[src/rtl/fb_scanout_if.sv]
// Scan-out bus bundle: frame-buffer RAM read port (port B) plus the video
// stream toward the PHY.
//   master : driven by fb_scanout (RAM port-B controls, video outputs)
//   slave  : RAM/PHY side (returns fb_doutb, consumes everything else)
interface fb_scanout_if #(
  parameter int unsigned AW  = 8,
  parameter int unsigned BDW = 23
);
  logic           fb_ceb;
  logic           fb_wrb;
  logic [AW:0]    fb_addrb;
  logic [BDW:0]   fb_dinb;
  logic [BDW:0]   fb_doutb;
  logic           vga_hs;
  logic           vga_vs;
  logic           vga_de;
  logic [BDW:0]   vga_rgb;
  logic           frame_start;

  modport master (
    output fb_ceb, fb_wrb, fb_addrb, fb_dinb,
    input  fb_doutb,
    output vga_hs, vga_vs, vga_de, vga_rgb, frame_start
  );

  modport slave (
    input  fb_ceb, fb_wrb, fb_addrb, fb_dinb,
    output fb_doutb,
    input  vga_hs, vga_vs, vga_de, vga_rgb, frame_start
  );
endinterface

[src/rtl/fb_scanout.sv]
// Display scan-out engine. Generates raster timing, fetches pixels from a
// FB_W x FB_H frame buffer through RAM port B with 2^SCALE_LOG2 pixel
// replication, and emits an aligned RGB/sync/DE stream, 2 clocks after the
// raster position that produced it.
// Ports:
//   clk, rstn : pixel clock, asynchronous active-low reset
//   en        : scan enable (0 holds the raster at (0,0))
//   fb_base   : frame start address, captured at the first pixel of a frame
//   bus       : RAM port-B controls/read data and video outputs (master side)
module fb_scanout #(
  parameter int unsigned DP         = 512,
  parameter int unsigned DW         = 8,
  parameter int unsigned AW         = $clog2(DP) - 1,
  parameter int unsigned BDW        = 3 * DW - 1,
  parameter int unsigned FB_W       = 32,
  parameter int unsigned FB_H       = 16,
  parameter int unsigned SCALE_LOG2 = 4,
  parameter int unsigned H_ACTIVE   = 640,
  parameter int unsigned H_FP       = 16,
  parameter int unsigned H_SYNC     = 96,
  parameter int unsigned H_BP       = 48,
  parameter int unsigned V_ACTIVE   = 480,
  parameter int unsigned V_FP       = 10,
  parameter int unsigned V_SYNC     = 2,
  parameter int unsigned V_BP       = 33,
  parameter bit          SYNC_POL   = 1'b0,
  parameter logic [BDW:0] BG        = '0
) (
  input  logic          clk,
  input  logic          rstn,
  input  logic          en,
  input  logic [AW:0]   fb_base,
  fb_scanout_if.master  bus
);

  localparam int unsigned H_TOTAL = H_ACTIVE + H_FP + H_SYNC + H_BP;
  localparam int unsigned V_TOTAL = V_ACTIVE + V_FP + V_SYNC + V_BP;
  localparam int unsigned HW      = $clog2(H_TOTAL);
  localparam int unsigned VW      = $clog2(V_TOTAL);
  localparam int unsigned ADW     = AW + 1;
  localparam int unsigned WIN_W   = FB_W << SCALE_LOG2;
  localparam int unsigned WIN_H   = FB_H << SCALE_LOG2;
  localparam int unsigned SCL_MSK = (1 << SCALE_LOG2) - 1;

  logic [HW-1:0]  hcnt;
  logic [VW-1:0]  vcnt;
  logic [ADW-1:0] base_q;
  logic [ADW-1:0] row_q;        // (vcnt >> SCALE_LOG2) * FB_W, kept incrementally
  logic [ADW-1:0] addr_hold_q;

  logic           s1_de, s1_win, s1_hs, s1_vs, s1_fs;

  logic           origin_c, de_c, win_c, hs_c, vs_c, fs_c, ceb_c;
  logic [VW-1:0]  vcnt_inc_c;
  logic [ADW-1:0] frame_base_c, addr_c;

  // Stage 0: raster decode and RAM address for the current position
  always_comb begin
    origin_c     = (hcnt == '0) && (vcnt == '0);
    vcnt_inc_c   = vcnt + VW'(1);
    de_c         = en && (hcnt < HW'(H_ACTIVE)) && (vcnt < VW'(V_ACTIVE));
    win_c        = de_c && (hcnt < HW'(WIN_W)) && (vcnt < VW'(WIN_H));
    hs_c         = en && (hcnt >= HW'(H_ACTIVE + H_FP)) && (hcnt < HW'(H_ACTIVE + H_FP + H_SYNC));
    vs_c         = en && (vcnt >= VW'(V_ACTIVE + V_FP)) && (vcnt < VW'(V_ACTIVE + V_FP + V_SYNC));
    fs_c         = en && origin_c;
    // The first pixel of a frame uses fb_base directly; it is latched that same cycle.
    frame_base_c = origin_c ? fb_base : base_q;
    addr_c       = frame_base_c + row_q + ADW'(hcnt >> SCALE_LOG2);
    // Gated by rstn so the read port stays idle while reset is asserted.
    ceb_c        = rstn && win_c;
  end

  assign bus.fb_ceb   = ceb_c;
  assign bus.fb_addrb = ceb_c ? addr_c : addr_hold_q;
  assign bus.fb_wrb   = 1'b0;
  assign bus.fb_dinb  = '0;

  // Raster counters, base latch and incremental row offset
  always_ff @(posedge clk or negedge rstn) begin
    if (!rstn) begin
      hcnt        <= '0;
      vcnt        <= '0;
      base_q      <= '0;
      row_q       <= '0;
      addr_hold_q <= '0;
    end else begin
      if (win_c) addr_hold_q <= addr_c;
      if (!en) begin
        hcnt  <= '0;
        vcnt  <= '0;
        row_q <= '0;
      end else begin
        if (origin_c) base_q <= fb_base;
        if (hcnt == HW'(H_TOTAL - 1)) begin
          hcnt <= '0;
          if (vcnt == VW'(V_TOTAL - 1)) begin
            vcnt  <= '0;
            row_q <= '0;
          end else begin
            vcnt <= vcnt_inc_c;
            // Step one frame-buffer row each time a replicated row block ends.
            if ((vcnt_inc_c & VW'(SCL_MSK)) == '0) row_q <= row_q + ADW'(FB_W);
          end
        end else begin
          hcnt <= hcnt + HW'(1);
        end
      end
    end
  end

  // Stage 1: control flags travel alongside the RAM read
  always_ff @(posedge clk or negedge rstn) begin
    if (!rstn) begin
      s1_de  <= 1'b0;
      s1_win <= 1'b0;
      s1_hs  <= 1'b0;
      s1_vs  <= 1'b0;
      s1_fs  <= 1'b0;
    end else begin
      s1_de  <= de_c;
      s1_win <= win_c;
      s1_hs  <= hs_c;
      s1_vs  <= vs_c;
      s1_fs  <= fs_c;
    end
  end

  // Stage 2: output registers
  always_ff @(posedge clk or negedge rstn) begin
    if (!rstn) begin
      bus.vga_hs      <= ~SYNC_POL;
      bus.vga_vs      <= ~SYNC_POL;
      bus.vga_de      <= 1'b0;
      bus.vga_rgb     <= '0;
      bus.frame_start <= 1'b0;
    end else begin
      bus.vga_hs      <= s1_hs ? SYNC_POL : ~SYNC_POL;
      bus.vga_vs      <= s1_vs ? SYNC_POL : ~SYNC_POL;
      bus.vga_de      <= s1_de;
      bus.vga_rgb     <= s1_de ? (s1_win ? bus.fb_doutb : BG) : '0;
      bus.frame_start <= s1_fs;
    end
  end

endmodule

[src/flat_wrapper.sv]
// flat-port wrapper written by rule: the top's interface ports become plain ports
module fb_scanout_flat 
#(
  parameter int unsigned DP         = 512,
  parameter int unsigned DW         = 8,
  parameter int unsigned AW         = $clog2(DP) - 1,
  parameter int unsigned BDW        = 3 * DW - 1,
  parameter int unsigned FB_W       = 32,
  parameter int unsigned FB_H       = 16,
  parameter int unsigned SCALE_LOG2 = 4,
  parameter int unsigned H_ACTIVE   = 640,
  parameter int unsigned H_FP       = 16,
  parameter int unsigned H_SYNC     = 96,
  parameter int unsigned H_BP       = 48,
  parameter int unsigned V_ACTIVE   = 480,
  parameter int unsigned V_FP       = 10,
  parameter int unsigned V_SYNC     = 2,
  parameter int unsigned V_BP       = 33,
  parameter bit          SYNC_POL   = 1'b0,
  parameter logic [BDW:0] BG        = '0
)
  (clk, rstn, en, fb_base, bus_fb_ceb, bus_fb_wrb, bus_fb_addrb, bus_fb_dinb, bus_fb_doutb, bus_vga_hs, bus_vga_vs, bus_vga_de, bus_vga_rgb, bus_frame_start);
  fb_scanout_if #(.AW(AW), .BDW(BDW)) bus_i ();
  input  logic clk;
  input  logic rstn;
  input  logic en;
  input  logic [AW:0] fb_base;
  output wire logic [$bits(bus_i.fb_ceb)-1:0] bus_fb_ceb;
  output wire logic [$bits(bus_i.fb_wrb)-1:0] bus_fb_wrb;
  output wire logic [$bits(bus_i.fb_addrb)-1:0] bus_fb_addrb;
  output wire logic [$bits(bus_i.fb_dinb)-1:0] bus_fb_dinb;
  input wire logic [$bits(bus_i.fb_doutb)-1:0] bus_fb_doutb;
  output wire logic [$bits(bus_i.vga_hs)-1:0] bus_vga_hs;
  output wire logic [$bits(bus_i.vga_vs)-1:0] bus_vga_vs;
  output wire logic [$bits(bus_i.vga_de)-1:0] bus_vga_de;
  output wire logic [$bits(bus_i.vga_rgb)-1:0] bus_vga_rgb;
  output wire logic [$bits(bus_i.frame_start)-1:0] bus_frame_start;
  assign bus_fb_ceb = bus_i.fb_ceb;
  assign bus_fb_wrb = bus_i.fb_wrb;
  assign bus_fb_addrb = bus_i.fb_addrb;
  assign bus_fb_dinb = bus_i.fb_dinb;
  assign bus_i.fb_doutb = bus_fb_doutb;
  assign bus_vga_hs = bus_i.vga_hs;
  assign bus_vga_vs = bus_i.vga_vs;
  assign bus_vga_de = bus_i.vga_de;
  assign bus_vga_rgb = bus_i.vga_rgb;
  assign bus_frame_start = bus_i.frame_start;
  fb_scanout #(.DP(DP), .DW(DW), .AW(AW), .BDW(BDW), .FB_W(FB_W), .FB_H(FB_H), .SCALE_LOG2(SCALE_LOG2), .H_ACTIVE(H_ACTIVE), .H_FP(H_FP), .H_SYNC(H_SYNC), .H_BP(H_BP), .V_ACTIVE(V_ACTIVE), .V_FP(V_FP), .V_SYNC(V_SYNC), .V_BP(V_BP), .SYNC_POL(SYNC_POL), .BG(BG)) u_core (.clk(clk), .rstn(rstn), .en(en), .fb_base(fb_base), .bus(bus_i));
endmodule
[config.mk]
export PLATFORM = sky130hd
export DESIGN_NAME = fb_scanout_flat
export DESIGN_NICKNAME = d
export VERILOG_FILES = /design/src/rtl/fb_scanout_if.sv /design/src/rtl/fb_scanout.sv /design/src/flat_wrapper.sv
export SDC_FILE = /design/constraint.sdc
export NUM_CORES = 1
export LEC_CHECK = 0
export CORE_ASPECT_RATIO = 1.75
export CORE_MARGIN = 2
export CORE_UTILIZATION = 50
export CTS_CLUSTER_SIZE = 28
export DETAILED_ROUTE_END_ITERATION = 16
export PLACE_DENSITY = 0.81
export SLEW_MARGIN = 40
export SYNTH_ARGS = -nofsm -noshare
export SYNTH_HDL_FRONTEND = slang
export SYNTH_SLANG_ARGS = --single-unit
[constraint.sdc]
create_clock -name clk -period 6.4 [get_ports clk]
set_input_delay 1.6 -clock clk [delete_from_list [all_inputs] [get_ports clk]]
set_output_delay 1.6 -clock clk [all_outputs]
set_load 0.05 [all_outputs]
Yosys cells after proc, flatten, opt, wreduce, memory -nomap -nowiden --
Cells that the tools add are included.
Storage, ports and cells: register bits after elaboration 80, input bits 36, output and inout bits 63, word-level logic and storage cells 62
Cells by class: add/sub/neg operators 5, order comparisons 8, eq/ne operators 4, muxes and demuxes 15, reductions and logical operators 15
Operator list (count):
- two-way mux 9 bit | 6
- two-way mux 10 bit | 5
- two-way mux 24 bit | 2
- logical NOT 10 bit | 3
- less-than comparator 10 bit, second input constant | 3
- less-than comparator 10 x 9 -> 1 bit, second input constant | 3
- adder 10 x 1 -> 10 bit, second input constant | 2
- equality test 10 bit, second input constant | 2
- logical AND 1 bit | 11
- >= comparator 10 bit, second input constant | 1
- >= comparator 10 x 9 -> 1 bit, second input constant | 1
- adder 9 x 6 -> 9 bit | 1
- adder 9 x 6 -> 9 bit, second input constant | 1
- adder 9 bit | 1
- != test 3 x 1 -> 1 bit, second input constant | 1
- two-way mux 1 bit | 2
- != test 2 x 1 -> 1 bit, second input constant | 1
- AND reduction 2 bit | 1

Longest topological paths before layout --
Gate-level depths: netlist (run 1).
depth after elaboration 7, gate-level depth with buffers 17

Least setup slack after synthesis (run 1) --
Ideal clock, no wire load.
path kind reg2out, start reg u_core.hcnt[0], end out bus_fb_addrb[7], data arrival time 4.859 ns, slack -0.059 ns, cell stages (with the launch flop) 18, path through dfrtp_1 inv_1 ha_1 or2b_2 or4_1 clkbuf_2 nor2_2 mux2_2 ha_1 ha_1 inv_1 fa_1 nor2b_1 o21ai_0 a21boi_0 o21a_1 nor3_1 o31ai_1
On the way: elaborated cells between the ends (all ways) 13, those cells by class 2 x add/sub; 2 x order compare; 2 x mux; 7 x reduce/logical
RTL lines:
- from (decl) | RTL line fb_scanout.sv:45 | logic [HW-1:0] hcnt;
- from (signal assigned) | RTL line fb_scanout.sv:105 | hcnt <= hcnt + HW'(1);
- logical NOT 10 bit | RTL line fb_scanout.sv:59 | origin_c = (hcnt == '0) && (vcnt == '0);
- logical AND 1 bit | RTL line fb_scanout.sv:59
- two-way mux 9 bit | RTL line fb_scanout.sv:67 | frame_base_c = origin_c ? fb_base : base_q;
- via u_core.frame_base_c[1] | RTL line fb_scanout.sv:55 | logic [ADW-1:0] frame_base_c, addr_c;
- adder 9 bit | RTL line fb_scanout.sv:68 | addr_c = frame_base_c + row_q + ADW'(hcnt >> SCALE_LOG2);
- adder 9 x 6 -> 9 bit | RTL line fb_scanout.sv:68
- two-way mux 9 bit | RTL line fb_scanout.sv:74 | assign bus.fb_addrb = ceb_c ? addr_c : addr_hold_q;
- to (decl) | RTL line flat_wrapper.sv:30 | output wire logic [$bits(bus_i.fb_addrb)-1:0] bus_fb_addrb;
The timed path passes the listed nets, and every way through them passes these cells.

Worst setup path in the final report (run 1) --
Same ends and word-level chain as after synthesis.

==> results of run 1 <==
-- power breakdown --
part           internal (mW)  leakage, nW  total [mW]  switching, mW
registers              0.537        0.985       0.576         0.0393
logic                  0.218         1.33       0.534          0.316
clock network          0.303        0.138       0.508          0.205
-- cell usage after synthesis (5+ instances only) --
cell,n
o21ai_0,19
nand2_1,37
nand3_1,12
nor2_1,19
mux2_2,22
xnor2_1,5
o31ai_1,7
xor2_1,11
nor3_1,11
clkbuf_1,11
and3_1,31
buf_4,25
inv_1,18
ha_1,24
dfrtp_1,73
-- cells by family after synthesis --
logic type,synth area share (%)
xor gates and xnor gates,3.54
and+or+nand+nor,18.4
AOI/OAI and AO/OA,7.36
DFF,47.4
muxes,6.50
other,0.0946
adders and majority gates,8.59
buffers and inverters,8.08
-- cell type report --
class | instances | area [µm²] | area share (%)
inverters | 20 | 75.1 | 1.48
clock inverters | 7 | 78.8 | 1.56
clock buffers | 9 | 225 | 4.45
multi-input cells | 274 | 1870 | 36.9
well taps | 90 | 113 | 2.22
flip-flops and latches | 75 | 1880 | 37.1
repair buffers | 83 | 825 | 16.3
-- per-stage QoR --
stage	utilization, %	instances
after global routing	64.9	558
after detailed placement	60.9	542
final	64.9	558
after CTS	64.8	558
after floorplan	-	407
after global placement	60.8	542
-- registers in the layout, indices dropped and copies added (netlist names) --
signal,flops
u_core.s1_win,1
u_core.hcnt,10
u_core.row_q,4
u_core.bus.vga_de,1
u_core.s1_de,1
u_core.s1_hs,1
u_core.bus.frame_start,1
u_core.bus.vga_vs,1
u_core.bus.vga_hs,1
u_core.addr_hold_q,9
u_core.s1_vs,1
u_core.vcnt,10
u_core.base_q,9
u_core.s1_fs,1
u_core.bus.vga_rgb,24
-- critical path, stage by stage, from the launching register on --
cell	delay, ps
dfrtp_1	410
inv_1	90
ha_1	130
or2b_2	300
or4_4	530
nor2_4	180
mux2_2	380
ha_1	280
ha_1	160
inv_1	60
fa_1	450
nor2b_1	110
o21ai_0	100
a21boi_1	210
o21a_1	150
nor3_1	70
o31ai_2	270
buf_12	180
-- timing repair --
action | 4_1_cts | 5_1_grt
gates resized for setup | 0 | 3
hold endpoints to repair | 0 | 0
setup endpoints to repair | 0 | 4
-- final timing paths --
check	cells after the start	from	end
setup / recovery	17	u_core.hcnt[0]	bus_fb_addrb[7]
hold / removal	1	u_core.s1_vs	u_core.bus.vga_vs
setup reg to reg	14	u_core.hcnt[0]	u_core.addr_hold_q[8]
hold reg to reg	1	u_core.s1_vs	u_core.bus.vga_vs
max in group asynchronous	2	rstn	u_core.bus.vga_rgb[19]
min in group asynchronous	2	rstn	u_core.addr_hold_q[4]
-- metal layers --
metal	GRT usage, %	vias up	routed length (µm)
li1	-	1419	-
met1	22.5	1499	3110
met2	38.6	93	4720
met3	4.80	19	462
met4	12.1	0	256
met5	0	-	0
==> impl_metrics.json, run 1 <==
{
  "finalPower_mw": 1.62,
  "cts.clk_slew.worst_paths_ps": 60,
  "crit_required_ps": 4800,
  "core_um2": 7800,
  "min_path_type": "reg -> reg",
  "clock_path_buffers": 2,
  "post-cts-setup-buffer-count": 0,
  "cts-root-buf": "clkbuf_16",
  "firstDrtPassIters": 4,
  "synthToLayoutAreaGrowth_pct": 27.8,
  "holdWs_ps": 350,
  "synth_flop_cell": "dfrtp_1",
  "cts_tree": "built",
  "worstMarginPinSlew_ps": 677,
  "dpl_worst_slack_ps": 359,
  "synth-seq-cells": 75,
  "max_freq_mhz": 166,
  "grt_pass1_wl_um": 14500,
  "synth_area_per_cell_um2": 10.3,
  "syn-cell-area_um2": 3960,
  "critPathLaunchType": "register",
  "drt_wl_total_um": 8550,
  "antenna-diode-count": 0,
  "synth.yosys.seq_area_share_pct": 47.4,
  "drive_gt1_share_pct": 15.0,
  "hpwlAfterDp_um": 6220,
  "setup_viol": 0,
  "cts_htree_levels": 3,
  "final.min_clock_period_ps": 6010,
  "syn_inst": 383,
  "rsz0062_at_grt": "false",
  "drv_slew": 0,
  "cts.sink_count": 75,
  "drt_iter0_drc": 152,
  "outcome": "finished clean",
  "fin_nets": 525,
  "gp_congestion": 0.870,
  "fp.dieH_um": 122,
  "drv_cap": 0,
  "ctsHoldBuffers": 0,
  "drtAntennaViolNets": 0,
  "row_count": 43,
  "fp.dieArea_um2": 8680,
  "grt_usage_pct": 21.5,
  "io_buffer_count": 73,
  "yosysTopAreaCell": "dfrtp_1",
  "grt_max_degree": 76,
  "final_cell_mix": "dfrtp_1, clkdlybuf4s50_1, nand2_1, and3_1, conb_1",
  "dr_total_vias": 3030,
  "hold_viol_final": 0,
  "synth_top_area_share_pct": 46.1,
  "clk_latency_ps": 340,
  "numCtsBuffers": 9,
  "maxSlewHeadroom_pct": 54.9,
  "critPathMaxFanout": 5,
  "fillerInstances": 604,
  "period_share_pct": 93.8,
  "synth_cell_types": 52,
  "p_leak_nw": 2.45,
  "place_area_um2": 4750,
  "drc": 0,
  "grt.overflow.total": 0,
  "setup_slack_ps": 394,
  "vdd_drop_max_uv": 153,
  "grt_pass1_vias": 3097,
  "grt_antenna_before_repair": 0,
  "vias_per_cell": 5.43,
  "power_density_nw_per_um2": 320,
  "pin_count": 99,
  "wl_per_cell_um": 15.3,
  "fin_worst_skew_ps": 4.80,
  "critPathCaptureType": "primary output",
  "finalSetupTns_ps": 0,
  "start_util_pct": 50.8,
  "final_area_um2": 5060,
  "synth_area_leaders": "dfrtp_1, ha_1, mux2_2, and3_1, buf_4",
  "die_x_um": 71.3,
  "arrival_ps": 4410,
  "r2r_setup_slack_ps": 2500,
  "yosysWarningCount": 0,
  "synth-edff-count": 0,
  "path_class": "reg -> out",
  "mostFrequentLayoutCell": "dfrtp_1",
  "async_reset_ff_share_pct": 100
}
Power figures use the tool's default switching activity.
==> run 2: changes to the inputs <==
Settings changed: ABC_CLOCK_PERIOD_IN_PS from default to 6400, CORE_UTILIZATION 50 to 55, DONT_BUFFER_PORTS from default to 1, PLACE_DENSITY 0.81 to 0.7.
==> run 2 against run 1 <==
Effect of this change:
- global-route usage about the same
- via count fell by 12%
- sequential share of layout area is 6.2 points higher
- core utilization is 3.7 points lower
- sequential power grew 5.9%
- setup slack got worse by 91 ps
==> impl_metrics.json, run 2 (synthesized netlist as in run 1, its figures left out) <==
{
  "cts_htree_levels": 3,
  "clk_latency_ps": 330,
  "grt_usage_pct": 21.5,
  "fin_util_pct": 61.2,
  "path_class": "reg -> out",
  "clock_path_buffers": 2,
  "die_x_um": 68.2,
  "setup_viol": 0,
  "outcome": "finished clean",
  "drc": 0,
  "pin_count": 99,
  "cts.sink_count": 75,
  "vias_per_cell": 5.54,
  "critPathCaptureType": "primary output",
  "hpwlAfterDp_um": 5800,
  "grt_pass1_wl_um": 12500,
  "drv_slew": 0,
  "final_cell_mix": "dfrtp_1, nand2_1, and3_1, conb_1, ha_1",
  "drv_cap": 0,
  "core_um2": 7080,
  "crit_chain": "inv_1, ha_1, or2b_2, or4_1, nor2_4, mux2_2, ha_1, ha_1, inv_1, fa_1, nor2b_1, o21ai_0, a21boi_0, o21a_1, nor3_1, o31ai_2, buf_4",
  "wl_per_cell_um": 16.1,
  "cts-root-buf": "clkbuf_16",
  "drive_gt1_share_pct": 15.1,
  "crit_path_top_delay_cell": "or4_1",
  "maxSlewHeadroom_pct": 61.1,
  "grt_max_degree": 77,
  "grt_antenna_before_repair": 0,
  "crit_top_cell": "ha_1",
  "final.min_clock_period_ps": 6100,
  "max_freq_mhz": 164,
  "hold_viol_final": 0,
  "worstMarginPinSlew_ps": 583,
  "fp.dieArea_um2": 7930,
  "row_count": 41,
  "vdd_drop_max_uv": 158,
  "antenna-diode-count": 0,
  "largest_register_ffs": 24,
  "grt_pass1_vias": 2617,
  "mostFrequentLayoutCell": "dfrtp_1",
  "min_path_type": "reg -> reg",
  "cts_tree": "built",
  "cts.clk_slew.worst_paths_ps": 50,
  "firstDrtPassIters": 4,
  "fin_nets": 454,
  "fin_worst_skew_ps": 5.17,
  "p_leak_nw": 2.18,
  "period_share_pct": 95.3,
  "drt_iter0_drc": 204,
  "drtAntennaViolNets": 0,
  "top_regs": "u_core.bus.vga_rgb (24), u_core.hcnt (10), u_core.vcnt (10)",
  "critPathMaxFanout": 5,
  "io_buffer_count": 0,
  "worst-path-buf-inv": 3,
  "fp.dieH_um": 116,
  "synthToLayoutAreaGrowth_pct": 9.41,
  "fillerInstances": 584,
  "cpPeakStageDelay_ps": 590,
  "dr_total_vias": 2678,
  "arrival_ps": 4500,
  "crit_required_ps": 4800,
  "ctsHoldBuffers": 0,
  "rsz0062_at_grt": "false",
  "numCtsBuffers": 9,
  "crit_family": "simple AND/OR/NAND/NOR gates",
  "finalSetupTns_ps": 0,
  "regMostFlops": "u_core.bus.vga_rgb",
  "holdWs_ps": 353,
  "start_util_pct": 56.0,
  "gp_congestion": 0.846,
  "drt_wl_total_um": 7780,
  "grt.overflow.total": 0,
  "power_density_nw_per_um2": 355,
  "critPathLaunchType": "register"
}
[run 2: cell count changes in the layout (fill, tap and decap cells not counted), sizes merged]
cell           before  now
clkinv              5    4
buf                19   12
clkdlybuf4s50      64    0
bufinv              1    2
clkinvlp            3    0
clkbuf              9   12
[run 2: through the flow]
step	cell area [µm²]	power [mW]	std cells	setup slack, ps
floorplan	4060	0.948	407	372
global placement	4000	1.00	465	637
detailed placement	4000	1.01	465	578
CTS	4320	1.55	481	197
global route	4340	1.62	483	1.31
finish	4340	1.54	483	303
[run 2: power by group]
part           total, mW  switching [mW]  internal [mW]
Sequential         0.610          0.0728          0.537
Combinational      0.395           0.254          0.141
Clock              0.535           0.183          0.352
Total               1.54           0.510           1.03
[run 2: routing by layer]
metal | part of all wire (%) | track usage (%)
met3 | 5.4 | 6.74
met2 | 56 | 38.1
met5 | 0 | 0
met4 | 3.2 | 10.4
met1 | 36 | 22.2
[run 2: timing repair]
item / CTS / global route
endpoints found under the setup margin: 0 / 1
setup buffers: 0 / 2
hold endpoints to repair: 0 / 0
gates resized for setup: 0 / 1
[run 2: layout make-up]
| type | count | area, µm² | share of cell area, % |
|---|---|---|---|
| inverters | 20 | 75.1 | 1.73 |
| clock inverters | 4 | 73.8 | 1.70 |
| clock buffers | 12 | 246 | 5.69 |
| flip-flops and latches | 75 | 1880 | 43.3 |
| well taps | 86 | 108 | 2.48 |
| repair buffers | 12 | 90.1 | 2.08 |
| multi-input cells | 274 | 1860 | 43.0 |
[run 2: worst paths after layout]
kind | startpoint | end | slack [ps] | cells past startpoint
max in group asynchronous | rstn | u_core.bus.vga_vs | 5240 | 0
max reg2reg | u_core.hcnt[0] | u_core.addr_hold_q[7] | 2360 | 16
min | u_core.s1_hs | u_core.bus.vga_hs | 350 | 1
min in group asynchronous | rstn | u_core.s1_hs | 960 | 0
min reg2reg | u_core.s1_hs | u_core.bus.vga_hs | 350 | 1
max | u_core.hcnt[0] | bus_fb_addrb[7] | 300 | 17
[run 2: worst reg2reg max path: cells and delay by family (launching register included)]
kind	cells	cell delay [ps]
buffers and inverters	2	150
and+or+nand+nor	5	1290
adders and majority gates	4	1030
DFF	1	400
AOI/OAI and AO/OA	4	720
muxes	1	370
==> run 3: changes to the inputs <==
Settings changed: CORE_UTILIZATION 55 to 50, GPL_TIMING_DRIVEN from default to 0, PLACE_DENSITY 0.7 to 0.65.
==> run 3 against run 2 <==
Effect of this change:
- fmax decreased by 0.89%
- hold slack lost 4.6 ps
- register-to-register slack worse by 20 ps
- first-iteration DRC count fell by 52%
- largest power group unchanged
- highest routed layer unchanged
- global-route usage decreased by 1.9 points
==> impl_metrics.json, run 3 (synthesized netlist as in run 1, its figures left out) <==
{
  "outcome": "finished clean",
  "pwr-share-seq_pct": 38.3,
  "switchingPower_mw": 0.535,
  "vdd_drop_max_uv": 148,
  "p_leak_nw": 2.32,
  "grt_pass1_vias": 2824,
  "clock_path_buffers": 2,
  "dpl_worst_slack_ps": 128,
  "grt.overflow.total": 0,
  "cts_tree": "built",
  "cts.clk_slew.worst_paths_ps": 60,
  "place_area_um2": 4190,
  "die_x_um": 71.3,
  "drt_wl_total_um": 7990,
  "wl_per_cell_um": 15.4,
  "critPathCaptureType": "primary output",
  "drc": 0,
  "dr_total_vias": 2809,
  "arrival_ps": 4550,
  "fillerInstances": 641,
  "critPathMaxFanout": 5,
  "fin_nets": 484,
  "start_util_pct": 50.8,
  "max_freq_mhz": 163,
  "antenna-diode-count": 0,
  "critPathLaunchType": "register",
  "io_buffer_count": 0,
  "regArea_um2": 1880,
  "grt_antenna_before_repair": 0,
  "final_area_um2": 4590,
  "swShare_pct": 33.9,
  "clkPwrFrac_pct": 35.1,
  "setup_viol": 0,
  "p_int_mw": 1.04,
  "core_um2": 7800,
  "gp_congestion": 0.820,
  "row_count": 43,
  "crit_required_ps": 4800,
  "vias_per_cell": 5.43,
  "combPwrFrac_pct": 26.6,
  "pin_count": 99,
  "firstDrtPassIters": 5,
  "rsz0062_at_grt": "false",
  "final.min_clock_period_ps": 6150,
  "drv_cap": 0,
  "fp.dieH_um": 122,
  "ctsHoldBuffers": 0,
  "cts-root-buf": "clkbuf_16",
  "drv_slew": 0,
  "drt_iter0_drc": 98,
  "regMostFlops": "u_core.bus.vga_rgb",
  "largest_register_ffs": 24,
  "grt_pass1_wl_um": 13300,
  "clk_latency_ps": 330,
  "path_class": "reg -> out",
  "grt_usage_pct": 19.6,
  "maxSlewHeadroom_pct": 59.7,
  "mostFrequentLayoutCell": "dfrtp_1",
  "hpwlAfterDp_um": 5880,
  "fin_worst_skew_ps": 7.18,
  "drtAntennaViolNets": 0,
  "drive_gt1_share_pct": 20.6,
  "holdWs_ps": 348,
  "multi_input_area_um2": 1910,
  "power_density_nw_per_um2": 344,
  "final_cell_mix": "dfrtp_1, nand2_1, and3_1, buf_4, conb_1",
  "period_share_pct": 96.1,
  "cts.sink_count": 75,
  "synthToLayoutAreaGrowth_pct": 15.8,
  "fp.dieArea_um2": 8680,
  "cts_htree_levels": 3,
  "top_regs": "u_core.bus.vga_rgb (24), u_core.hcnt (10), u_core.vcnt (10)",
  "min_path_type": "reg -> reg",
  "setup_slack_ps": 249,
  "worstMarginPinSlew_ps": 600,
  "hold_viol_final": 0,
  "finalSetupTns_ps": 0,
  "numCtsBuffers": 9,
  "grt_max_degree": 77
}
run 3: cell count changes in the layout (fill, tap and decap cells not counted), moves of 2 or more:
| cell | delta |
|---|---|
| clkbuf_1 | +9 |
| o21ai_1 | -2 |
| inv_6 | +2 |
| o21ai_2 | +2 |
| buf_4 | +17 |
run 3: area by class of cell:
| type | count | share of cell area (%) |
|---|---|---|
| timing repair buffer | 4 | 0.654 |
| clock inverter | 6 | 2.07 |
| buffer | 38 | 5.34 |
| sequential | 75 | 41.0 |
| inverter | 20 | 1.64 |
| tap | 90 | 2.45 |
| clock buffer | 10 | 5.21 |
| multi-input combinational | 274 | 41.7 |
run 3: timing repair:
action / in CTS / in global routing
setup endpoints to repair: 2 / 2
endpoints found under the hold margin: 0 / 0
pin swaps: 2 / 6
resized for setup: 1 / 8
setup buffers: 2 / 2
run 3: path summary, 6_finish.rpt:
path | startpoint | endpoint | slack [ps] | depth (start not counted)
max | u_core.hcnt[0] | bus_fb_addrb[7] | 250 | 16
min | u_core.s1_fs | u_core.bus.frame_start | 350 | 0
max reg2reg | u_core.hcnt[0] | u_core.addr_hold_q[8] | 2340 | 16
min reg2reg | u_core.s1_fs | u_core.bus.frame_start | 350 | 0
max in group asynchronous | rstn | u_core.bus.vga_vs | 5240 | 0
min in group asynchronous | rstn | u_core.bus.vga_rgb[12] | 970 | 0
run 3: critical path, stage by stage, from the launching register on:
cell and delay (ps):
dfrtp_1 410, inv_1 100, ha_1 140, or2b_2 290, or4_1 480, buf_2 170
nor2_4 120, buf_4 160, mux2_2 360, ha_1 290, ha_1 340, nor2b_1 150
o21ai_2 140, a21boi_2 80, o21a_1 200, o21a_1 210, o31ai_4 560
run 3: layer usage:
layer | wire [µm] | GRT usage (%)
met5 | 0 | 0
met4 | 176 | 9.43
met3 | 425 | 4.38
met2 | 4520 | 36.2
met1 | 2860 | 20.3
run 3: stage by stage:
step	power, mW	util, %	instances
after global placement	0.997	53.5	497
after global routing	1.65	58.8	517
final	1.58	58.8	517
after detailed placement	1.02	53.7	497
after CTS	1.58	58.3	515
after floorplan	0.948	-	407
run 3: power by group through the flow:
stage | Combinational [mW] | Sequential [mW] | Clock, mW
2_1_floorplan | 0.346 | 0.602 | 0
3_3_place_gp | 0.388 | 0.609 | 0
3_5_place_dp | 0.404 | 0.612 | 0
4_1_cts | 0.413 | 0.604 | 0.563
5_1_grt | 0.457 | 0.612 | 0.580
6_report | 0.419 | 0.604 | 0.553
